===== src/rtl/fpu_add_pipe.sv =====
// Multi-cycle IEEE-754 adder/subtractor with valid/ready handshakes.
// Pipeline of FSM steps: IDLE -> ALIGN -> ADD -> NORM -> ROUND -> HOLD.
// Subnormal operands and results are flushed to zero; rounding is RNE.
//
// Handshake: an input transfer happens on a rising edge where
// in_valid && in_ready; in_ready is high only in IDLE. An output transfer
// happens on a rising edge where out_valid && out_ready; result and flags
// are held stable while out_valid is high and the consumer has not taken them.
module fpu_add_pipe #(
    parameter int EXP_W = 5,
    parameter int MAN_W = 10
) (
    input  logic                   clk,
    input  logic                   rst,
    input  logic                   in_valid,
    output logic                   in_ready,
    input  logic                   op,
    input  logic [EXP_W+MAN_W:0]   a,
    input  logic [EXP_W+MAN_W:0]   b,
    output logic                   out_valid,
    input  logic                   out_ready,
    output logic [EXP_W+MAN_W:0]   result,
    output logic [2:0]             flags,
    output logic [2:0]             dbg_state
);

    localparam int W  = 1 + EXP_W + MAN_W;
    localparam int SW = MAN_W + 4;          // hidden bit, mantissa, guard, round, sticky
    localparam int EW = EXP_W + 2;          // exponent arithmetic with headroom
    localparam logic [EXP_W-1:0] EXP_MAX = '1;

    localparam logic [2:0] IDLE  = 3'd0;
    localparam logic [2:0] ALIGN = 3'd1;
    localparam logic [2:0] ADD   = 3'd2;
    localparam logic [2:0] NORM  = 3'd3;
    localparam logic [2:0] ROUND = 3'd4;
    localparam logic [2:0] HOLD  = 3'd5;

    logic [2:0]     st;
    logic [W-1:0]   ra, rb;

    // ALIGN-stage registers (stay valid for the rest of the transaction)
    logic             al_sx, al_sub, al_spec, al_negz;
    logic [EXP_W-1:0] al_ex;
    logic [SW-1:0]    al_mx, al_my;
    logic [W-1:0]     al_spec_res;
    logic [2:0]       al_spec_flg;

    // ADD / NORM stage registers
    logic [SW:0]      sum_r;
    logic [SW-1:0]    nm_r;
    logic [EW-1:0]    ne_r;
    logic             zero_r, ftz_r, zsign_r;

    assign in_ready  = (st == IDLE);
    assign dbg_state = st;

    // ALIGN: unpack, resolve specials, order by magnitude, shift the smaller operand
    logic             sa, sb, a_zero, b_zero, a_inf, b_inf, a_nan, b_nan, swap;
    logic [EXP_W-1:0] ea, eb, ex_c, ey_c;
    logic [MAN_W-1:0] fa, fb;
    logic [W-2:0]     amag, bmag;
    logic [SW-1:0]    mx_c, yext_c, my_c, shifted_c;
    logic [EW-1:0]    diff_c;
    logic             lost_c, sx_c, sy_c, spec_c;
    logic [W-1:0]     spec_res_c;
    logic [2:0]       spec_flg_c;
    always_comb begin
        sa = ra[W-1];  ea = ra[W-2:MAN_W];  fa = ra[MAN_W-1:0];
        sb = rb[W-1];  eb = rb[W-2:MAN_W];  fb = rb[MAN_W-1:0];
        a_zero = (ea == '0);
        b_zero = (eb == '0);
        a_inf  = (ea == EXP_MAX) && (fa == '0);
        b_inf  = (eb == EXP_MAX) && (fb == '0);
        a_nan  = (ea == EXP_MAX) && (fa != '0);
        b_nan  = (eb == EXP_MAX) && (fb != '0);
        amag   = a_zero ? '0 : {ea, fa};
        bmag   = b_zero ? '0 : {eb, fb};
        swap   = (bmag > amag);
        sx_c   = swap ? sb : sa;
        sy_c   = swap ? sa : sb;
        ex_c   = swap ? eb : ea;
        ey_c   = swap ? ea : eb;
        mx_c   = '0;
        yext_c = '0;
        if (swap) begin
            if (!b_zero) mx_c   = {1'b1, fb, 3'b000};
            if (!a_zero) yext_c = {1'b1, fa, 3'b000};
        end else begin
            if (!a_zero) mx_c   = {1'b1, fa, 3'b000};
            if (!b_zero) yext_c = {1'b1, fb, 3'b000};
        end
        diff_c    = EW'(ex_c) - EW'(ey_c);
        shifted_c = yext_c >> diff_c;
        lost_c    = 1'b0;
        for (int i = 0; i < SW; i++) begin
            if (EW'(i) < diff_c) lost_c = lost_c | yext_c[i];
        end
        if (diff_c >= EW'(SW - 1)) my_c = {{(SW-1){1'b0}}, |yext_c};
        else                       my_c = {shifted_c[SW-1:1], shifted_c[0] | lost_c};
        spec_c     = 1'b1;
        spec_res_c = '0;
        spec_flg_c = 3'b000;
        if (a_nan || b_nan || (a_inf && b_inf && (sa != sb))) begin
            spec_res_c = {1'b0, EXP_MAX, 1'b1, {(MAN_W-1){1'b0}}};
            spec_flg_c = 3'b100;
        end else if (a_inf) begin
            spec_res_c = {sa, EXP_MAX, {MAN_W{1'b0}}};
        end else if (b_inf) begin
            spec_res_c = {sb, EXP_MAX, {MAN_W{1'b0}}};
        end else begin
            spec_c = 1'b0;
        end
    end

    // ADD: magnitude sum or difference (X >= Y, so no negative result)
    logic [SW:0] sum_c;
    always_comb begin
        if (al_sub) sum_c = {1'b0, al_mx} - {1'b0, al_my};
        else        sum_c = {1'b0, al_mx} + {1'b0, al_my};
    end

    // NORM: single-cycle normalisation with leading-zero count and flush-to-zero
    logic [EW-1:0] lzc_c, ne_c;
    logic [SW-1:0] nm_c;
    logic          found_c, zero_c, ftz_c, zsign_c;
    always_comb begin
        lzc_c   = '0;
        found_c = 1'b0;
        for (int i = SW - 1; i >= 0; i--) begin
            if (!found_c && sum_r[i]) begin
                lzc_c   = EW'(SW - 1 - i);
                found_c = 1'b1;
            end
        end
        nm_c    = '0;
        ne_c    = '0;
        zero_c  = 1'b0;
        ftz_c   = 1'b0;
        zsign_c = 1'b0;
        if (sum_r[SW]) begin
            nm_c = {sum_r[SW:2], sum_r[1] | sum_r[0]};
            ne_c = EW'(al_ex) + EW'(1);
        end else if (sum_r == '0) begin
            zero_c  = 1'b1;
            zsign_c = al_negz;
        end else if (EW'(al_ex) <= lzc_c) begin
            zero_c  = 1'b1;
            ftz_c   = 1'b1;
            zsign_c = al_sx;
        end else begin
            nm_c = sum_r[SW-1:0] << lzc_c;
            ne_c = EW'(al_ex) - lzc_c;
        end
    end

    // ROUND: round-to-nearest-even, renormalise, overflow to infinity
    logic                 g_c, r_c, s_c, inc_c;
    logic [MAN_W+1:0]     mr_c;
    logic [EW-1:0]        er_c;
    logic [W-1:0]         res_c;
    logic [2:0]           flg_c;
    logic                 unused_hidden;
    always_comb begin
        g_c   = nm_r[2];
        r_c   = nm_r[1];
        s_c   = nm_r[0];
        inc_c = g_c & (r_c | s_c | nm_r[3]);
        mr_c  = {1'b0, nm_r[SW-1:3]} + {{(MAN_W+1){1'b0}}, inc_c};
        er_c  = ne_r;
        if (mr_c[MAN_W+1]) begin
            mr_c = mr_c >> 1;
            er_c = ne_r + EW'(1);
        end
        if (al_spec) begin
            res_c = al_spec_res;
            flg_c = al_spec_flg;
        end else if (zero_r) begin
            res_c = {zsign_r, {(W-1){1'b0}}};
            flg_c = {2'b00, ftz_r};
        end else if (er_c >= EW'(EXP_MAX)) begin
            res_c = {al_sx, EXP_MAX, {MAN_W{1'b0}}};
            flg_c = 3'b011;
        end else begin
            res_c = {al_sx, er_c[EXP_W-1:0], mr_c[MAN_W-1:0]};
            flg_c = {2'b00, g_c | r_c | s_c};
        end
    end
    assign unused_hidden = mr_c[MAN_W];

    // Control FSM: one state per cycle, waits in IDLE and HOLD
    always_ff @(posedge clk or posedge rst) begin
        if (rst) begin
            st        <= IDLE;
            out_valid <= 1'b0;
        end else begin
            case (st)
                IDLE:  if (in_valid) st <= ALIGN;
                ALIGN: st <= ADD;
                ADD:   st <= NORM;
                NORM:  st <= ROUND;
                ROUND: st <= HOLD;
                HOLD: begin
                    if (!out_valid) begin
                        out_valid <= 1'b1;
                    end else if (out_ready) begin
                        out_valid <= 1'b0;
                        st        <= IDLE;
                    end
                end
                default: st <= IDLE;
            endcase
        end
    end

    // Datapath registers, each loaded in the state that produces it
    always_ff @(posedge clk or posedge rst) begin
        if (rst) begin
            ra <= '0;  rb <= '0;
            al_sx <= 1'b0;  al_sub <= 1'b0;  al_spec <= 1'b0;  al_negz <= 1'b0;
            al_ex <= '0;  al_mx <= '0;  al_my <= '0;
            al_spec_res <= '0;  al_spec_flg <= '0;
            sum_r <= '0;  nm_r <= '0;  ne_r <= '0;
            zero_r <= 1'b0;  ftz_r <= 1'b0;  zsign_r <= 1'b0;
            result <= '0;  flags <= '0;
        end else begin
            if (st == IDLE && in_valid) begin
                ra <= a;
                rb <= {b[W-1] ^ op, b[W-2:0]};
            end
            if (st == ALIGN) begin
                al_sx       <= sx_c;
                al_sub      <= (sx_c != sy_c);
                al_ex       <= ex_c;
                al_mx       <= mx_c;
                al_my       <= my_c;
                al_spec     <= spec_c;
                al_spec_res <= spec_res_c;
                al_spec_flg <= spec_flg_c;
                al_negz     <= sa & sb & a_zero & b_zero;
            end
            if (st == ADD) sum_r <= sum_c;
            if (st == NORM) begin
                nm_r    <= nm_c;
                ne_r    <= ne_c;
                zero_r  <= zero_c;
                ftz_r   <= ftz_c;
                zsign_r <= zsign_c;
            end
            if (st == ROUND) begin
                result <= res_c;
                flags  <= flg_c;
            end
        end
    end

endmodule

===== config.mk =====
export PLATFORM = sky130hd
export DESIGN_NAME = fpu_add_pipe
export DESIGN_NICKNAME = d
export VERILOG_FILES = /design/src/rtl/fpu_add_pipe.sv
export SDC_FILE = /design/constraint.sdc
export NUM_CORES = 1
export LEC_CHECK = 0
export ABC_AREA = 1
export BUFFER_PORTS_ARGS = -buffer_cell sky130_fd_sc_hd__buf_2
export CORE_MARGIN = 4
export CORE_UTILIZATION = 25
export DETAILED_ROUTE_END_ITERATION = 10
export PLACE_DENSITY_LB_ADDON = 0.08
export SYNTH_ARGS = -nofsm -noshare
export SYNTH_HDL_FRONTEND = slang
export SYNTH_SLANG_ARGS = --single-unit

===== constraint.sdc =====
create_clock -name clk -period 6.1 [get_ports clk]
set_input_delay 0.305 -clock clk [delete_from_list [all_inputs] [get_ports clk]]
set_output_delay 0.305 -clock clk [all_outputs]
set_load 0.01 [all_outputs]

==> results of run 1 <==
[routing by layer]
metal	global-route usage (%)	share of wire [%]
met1	19.32	46
met2	27.12	50
met3	2.428	1.8
met4	3.597	1.5
met5	0	0
[cell usage in the layout, fill, tap and decap left out, types with 6 or more instances in the layout]
cell,instances
sky130_fd_sc_hd__nand2_1,314
sky130_fd_sc_hd__inv_1,171
sky130_fd_sc_hd__nor2_1,139
sky130_fd_sc_hd__dfrtp_1,130
sky130_fd_sc_hd__o21ai_0,107
sky130_fd_sc_hd__a21oi_1,88
sky130_fd_sc_hd__nand3_1,80
sky130_fd_sc_hd__buf_2,60
sky130_fd_sc_hd__ha_1,36
sky130_fd_sc_hd__xor2_1,22
sky130_fd_sc_hd__nor3_1,19
sky130_fd_sc_hd__o21ai_1,18
sky130_fd_sc_hd__clkbuf_16,17
sky130_fd_sc_hd__nand4_1,15
sky130_fd_sc_hd__o211ai_1,10
sky130_fd_sc_hd__o22a_1,10
sky130_fd_sc_hd__mux2_2,10
sky130_fd_sc_hd__buf_4,8
sky130_fd_sc_hd__nand3b_1,7
sky130_fd_sc_hd__o22ai_1,6
sky130_fd_sc_hd__nand2_2,6
sky130_fd_sc_hd__nor2_2,6
sky130_fd_sc_hd__nor4_1,6
[flip-flops by register name (all words and copies together), names as in the netlist, 2 cells and up]
| signal | count |
|---|---|
| al_ex | 5 |
| rb | 16 |
| nm_r | 14 |
| al_spec_res | 2 |
| al_mx | 11 |
| dbg_state | 3 |
| sum_r | 15 |
| ne_r | 7 |
| al_my | 14 |
| flags | 3 |
| result | 16 |
| ra | 16 |
[stage by stage]
| stage | cells | worst slack [ps] | area, um^2 | util [%] |
|---|---|---|---|---|
| floorplan | 1314 | 2326 | 9136 | - |
| global placement | 1797 | 1618 | 9884 | 27.59 |
| detailed placement | 1797 | 1521 | 9884 | 27.59 |
| CTS | 1829 | 1487 | 10540 | 29.41 |
| global route | 1829 | 988.1 | 10540 | 29.41 |
| finish | 1829 | 1522 | 10540 | 29.41 |
[final timing paths]
kind	end	cells after the start	from
max reg2reg	al_my[0]	25	rb[14]
min	ra[15]	2	a[15]
max in group asynchronous	al_mx[13]	4	rst
min reg2reg	result[5]	2	result[5]
min in group asynchronous	out_valid	3	rst
max	al_my[0]	25	rb[14]
[what timing repair did]
action	4_1_cts	5_1_grt
hold buffers	1	0
endpoints found under the hold margin	52	0
gates resized for setup	0	0
[cell type report]
type                    instances  area (um^2)
repair buffers                 69        370.4
clock buffers                  20        466.7
clock inverters                11        175.2
fillers                      4033        25290
well taps                     461        576.8
flip-flops and latches        130         3253
multi-input cells             958         5014
inverters                     180        680.7
[cell families after synthesis]
| kind of cell | synth area share [%] |
|---|---|
| XOR/XNOR | 2.492 |
| AND/OR/NAND/NOR | 28.94 |
| adder cells (fa/ha/maj) | 5.149 |
| buffers and inverters | 9.710 |
| flip-flops | 35.61 |
| AO/OA/AOI/OAI | 16.76 |
| multiplexers | 1.342 |
==> run_results.csv, run 1 <==
group,metric,value,unit
die,floorplan.rows,69,
yosys,synthCells,1314,
global_route,grt_pass1_wl,47640,um
global_route,grt-ovfl-total,0,
timing,holdWs,104.2,ps
drt,detail_route.iter0.violations,430,
timing,maxClockFrequency,0.2184,GHz
worst_setup_path,critical_path.n_buffers_inverters,4,
final_layout,design.final.nets,1430,
die,start_util,25.50,%
yosys,synth_commonest_cells,"sky130_fd_sc_hd__nand2_1, sky130_fd_sc_hd__inv_1, sky130_fd_sc_hd__nor2_1",
worst_setup_path,timing.critical_path.fanout_max,37,
yosys,ys.warnings.count,0,
die,die_x,199.2,um
yosys,syn_avg_cell_area,6.953,um^2
drt,post_drt_wl_per_cell,16.09,um
worst_setup_path,worst-endpoint-required,6460,ps
drt,postRouteWirelength,29430,um
global_route,grt_antenna_before_repair,0,
yosys,ys_seq_elements,130,
timing,finalCritPeriodShare,75.06,%
worst_setup_path,start_to_end_type_of_the_worst_setup_path,"flop to flop",
timing,timing.setup.tns,0,ps
global_route,grt_util_all_layers,15.22,%
yosys,yosys.area.top_type,"sky130_fd_sc_hd__dfrtp_1",
die,die-height,199.2,um
clock_network,cts.repair_timing.setup_buffer_count,0,
worst_setup_path,worst_path_cell_with_the_longest_stage_delay,"sky130_fd_sc_hd__nand4_1",
die,die_area,39670,um^2
timing,period_needed,4578,ps
timing,setup_repair_after_global_routing_missed_its_margin,"false",
worst_setup_path,cp_common_cell,"sky130_fd_sc_hd__nand2_1",
timing,setup_viol,0,
die,pin_count,61,
yosys,yosysMostFrequentCell,"sky130_fd_sc_hd__nand2_1",
drt,drt_first_pass_iters,4,
hold_path,hp-class,"input pin to flop",
yosys,synth_area_leaders,"sky130_fd_sc_hd__dfrtp_1, sky130_fd_sc_hd__nand2_1, sky130_fd_sc_hd__inv_1",
clock_network,tritoncts_clock_tree,"done",
yosys,postSynth.topFlopCell,"sky130_fd_sc_hd__dfrtp_1",
timing,timing.max_slew.rel_slack,31.39,%
drt,route.vias.total,8490,
yosys,async_flop_share,100.0,%
clock_network,cts.path.max_buffers,2,
die,core,35830,um^2
final_layout,synthToLayoutAreaGrowth,15.33,%
yosys,post_synth_num_cell_types,54,
status,outcome,"completed",
clock_network,clk_latency,430,ps
timing,finalHoldViolCount,0,
yosys,synth_seq_area_share,35.61,%
yosys,netlist_area,9136,um^2
clock_network,root_buffer,"sky130_fd_sc_hd__clkbuf_16",
timing,timing.clock.skew,13.57,ps
final_layout,num_antenna_cells,0,
worst_setup_path,cp_data_arrival_time,4940,ps
timing,slew_violations,0,
clock_network,cts-buffers-inserted,17,
worst_setup_path,timing.reg2reg.setup_slack,1520,ps
drt,drtAntennaViolNets,0,
drt,route.detailed.vias_per_inst,4.642,
job,max_cap_violations,0,
yosys,yosysTopAreaCellShare,35.61,%
timing,timing_worst_slew_pin_value,1029,ps
worst_setup_path,setup.worst_path.end_class,"flop",
place,dp.final_hpwl,23050,um
clock_network,clock_sink_count,130,
global_route,maximum_number_of_pins_on_one_net_before_global_route_repair,79,
drt,post_detailed_route_drc_marker_count,0,
global_route,first_global_vias,8614,
worst_setup_path,setup.worst_path.start_class,"flop",
place,place.gp.congestion,0.8453,
clock_network,worst_setup_hold_path_clk_slew,60,ps
place,buffer_ports.inserted,60,
worst_setup_path,crit_family,"simple AND/OR/NAND/NOR gates",
clock_network,cts.htree.levels,4,
yosys,synth.net_count,1388,
worst_setup_path,critical_path.max_stage_delay,530,ps
final_layout,post_route_cells_drive_above_1_share,10.75,%
yosys,synth_edf_count,0,
Power of run 1 is left out: the tool's default activity adds up to more than one toggle a clock period on the data nets, which glitch-free logic cannot reach.
==> run 2: changes to the inputs <==
ABC_AREA = 0   (was 1)
clock period = 4.24 ns   (was 6.1 ns; I/O delays follow)
==> run_results.csv, run 2 <==
group,metric,value,unit
status,outcome,"completed",
final_layout,utilization,32.48,%
drt,post_detailed_route_drc_marker_count,0,
timing,holdWs,28.76,ps
clock_network,tritoncts_clock_tree,"done",
timing,finalHoldViolCount,0,
die,floorplan.rows,70,
worst_setup_path,setup.worst_path.start_class,"flop",
place,place.gp.congestion,0.8381,
timing,maxClockFrequency,0.2386,GHz
worst_setup_path,start_to_end_type_of_the_worst_setup_path,"flop to flop",
global_route,grt_pass1_wl,50330,um
yosys,yosys.area.top_type,"sky130_fd_sc_hd__dfrtp_1",
global_route,grt_util_all_layers,15.54,%
final_layout,reg.largest.list,"ra: 16 flops, rb: 16 flops, result: 16 flops",
final_layout,post_route_cells_drive_above_1_share,24.44,%
yosys,synthCells,1102,
place,dp.final_hpwl,24360,um
yosys,netlist_area,9324,um^2
place,buffer_ports.inserted,60,
hold_path,hp-class,"input pin to flop",
die,pin_count,61,
clock_network,clk_latency,440,ps
final_layout,design.final.nets,1317,
clock_network,cts.path.max_buffers,2,
final_layout,layout.cells.most_common_list,"sky130_fd_sc_hd__nand2_1, sky130_fd_sc_hd__dfrtp_1, sky130_fd_sc_hd__nor2_1",
final_layout,synthToLayoutAreaGrowth,27.82,%
yosys,yosysTopAreaCellShare,34.89,%
worst_setup_path,cp_data_arrival_time,4510,ps
clock_network,cts.htree.levels,4,
yosys,synth_edf_count,0,
timing,setup_ws,49.67,ps
timing,period_needed,4190,ps
drt,drt_first_pass_iters,5,
timing,finalCritPeriodShare,98.83,%
clock_network,clock_sink_count,130,
timing,setup_viol,0,
yosys,ys_seq_elements,130,
die,die_area,40450,um^2
timing,timing.clock.skew,10.26,ps
timing,timing_worst_slew_pin_value,1226,ps
final_layout,num_antenna_cells,0,
place,pre_cts_setup_slack,-114.2,ps
hold_path,timing.hold.worst_path_depth,3,
clock_network,worst_setup_hold_path_clk_slew,60,ps
die,core,36700,um^2
timing,slew_violations,0,
yosys,yosysMostFrequentCell,"sky130_fd_sc_hd__nand2_1",
clock_network,cts-buffers-inserted,17,
die,die_x,201.1,um
global_route,maximum_number_of_pins_on_one_net_before_global_route_repair,96,
die,die-height,201.1,um
yosys,ys.warnings.count,0,
yosys,synth_area_leaders,"sky130_fd_sc_hd__dfrtp_1, sky130_fd_sc_hd__nand2_1, sky130_fd_sc_hd__mux2i_1",
global_route,grt-ovfl-total,0,
global_route,first_global_vias,8671,
drt,postRouteWirelength,31610,um
yosys,postSynth.topFlopCell,"sky130_fd_sc_hd__dfrtp_1",
drt,detail_route.iter0.violations,412,
yosys,synth.net_count,1176,
worst_setup_path,worst-endpoint-required,4560,ps
yosys,synth_commonest_cells,"sky130_fd_sc_hd__nand2_1, sky130_fd_sc_hd__dfrtp_1, sky130_fd_sc_hd__nor2_1",
final_layout,most_common_library_cell_in_the_layout_ignoring_fill_and_taps,"sky130_fd_sc_hd__nand2_1",
job,max_cap_violations,0,
drt,drtAntennaViolNets,0,
drt,route.detailed.vias_per_inst,4.907,
worst_setup_path,timing.critical_path.fanout_max,6,
drt,post_drt_wl_per_cell,18.33,um
worst_setup_path,r2r.worst_path.cells,18,
yosys,syn_avg_cell_area,8.461,um^2
global_route,grt_antenna_before_repair,0,
yosys,async_flop_share,100.0,%
drt,route.vias.total,8460,
timing,timing.max_slew.rel_slack,18.00,%
clock_network,root_buffer,"sky130_fd_sc_hd__clkbuf_16",
worst_setup_path,setup.worst_path.end_class,"flop",
die,start_util,25.41,%
timing,setup_repair_after_global_routing_missed_its_margin,"true",
yosys,synth_seq_area_share,34.89,%
yosys,post_synth_num_cell_types,91,
==> run 2: changes by cell type after synthesis, sizes merged, moves of 18 or more <==
| cell | before | now |
|---|---|---|
| a21oi | 88 | 70 |
| clkbuf | 36 | 54 |
| inv | 176 | 36 |
| mux2 | 10 | 31 |
| mux2i | 1 | 46 |
| nand2 | 321 | 149 |
| nand3 | 84 | 25 |
| nor2 | 148 | 107 |
| o21ai | 126 | 90 |
| xnor2 | 4 | 25 |
==> run 2: path summary, 6_finish.rpt <==
check,startpoint,endpoint,slack (ps)
min in group asynchronous,rst,rb[2],530
setup / recovery,ra[12],al_my[2],50
max in group asynchronous,rst,sum_r[1],2690
hold reg to reg,result[13],result[13],470
setup reg to reg,ra[12],al_my[2],50
hold / removal,a[12],ra[12],30
==> run 2: metal layers <==
layer | wire, um | up-vias | share of wire (%) | global-route usage (%)
li1 | - | 4262 | - | -
met1 | 14580 | 4069 | 46 | 20.22
met2 | 15760 | 100 | 50 | 26.87
met3 | 712 | 29 | 2.3 | 2.643
met4 | 559 | 0 | 1.8 | 3.982
met5 | 0 | - | 0 | 0
==> run 2: cells by family after synthesis <==
family / count (synthesis) / share of synthesized area (%)
buf+inv: 106 / 4.723
simple gates: 409 / 21.08
fa+ha+maj: 41 / 5.475
flops: 130 / 34.89
mux: 78 / 8.924
xor+xnor: 43 / 4.039
compound gates: 295 / 20.87
==> run 2: timing repair <==
item                                   in CTS  in global routing
buffers inserted                            9                  4
gates resized for setup                    16                 37
setup endpoints to repair                   6                 14
gates cloned                                1                  1
hold buffers                               28                  0
endpoints found under the hold margin      30                  0
pin swaps                                  20                 31
==> run 2: critical path, cell delays in order (launching register included) <==
cell,delay (ps)
sky130_fd_sc_hd__dfrtp_1,380
sky130_fd_sc_hd__or4_4,580
sky130_fd_sc_hd__nand2b_4,220
sky130_fd_sc_hd__buf_6,150
sky130_fd_sc_hd__nand2_4,70
sky130_fd_sc_hd__ha_4,120
sky130_fd_sc_hd__nand4_1,140
sky130_fd_sc_hd__buf_4,180
sky130_fd_sc_hd__nor4_4,320
sky130_fd_sc_hd__a21oi_4,80
sky130_fd_sc_hd__nor2_2,130
sky130_fd_sc_hd__a21oi_2,50
sky130_fd_sc_hd__ha_4,210
sky130_fd_sc_hd__buf_4,150
sky130_fd_sc_hd__o311a_4,400
sky130_fd_sc_hd__a22oi_2,310
sky130_fd_sc_hd__a2111oi_4,100
sky130_fd_sc_hd__and3b_1,230
sky130_fd_sc_hd__a221o_1,260
==> run 2: cell type report <==
class                   instances  area, um^2
repair buffers                190        1361
multi-input cells             867        6005
well taps                     468       585.6
clock buffers                  18       439.2
inverters                      37       143.9
fillers                      3965       24780
flip-flops and latches        130        3253
clock inverters                14       130.1
==> run 2: stage by stage <==
stage / area, um^2 / TNS, ps / cells
3_5_place_dp: 10710 / -221.1 / 1649
2_1_floorplan: 9509 / -4784 / 1102
6_report: 11920 / 0 / 1724
3_3_place_gp: 10710 / -326.1 / 1649
4_1_cts: 11680 / 0 / 1719
5_1_grt: 11920 / -758.1 / 1724
Power of run 2 is left out for the same reason.
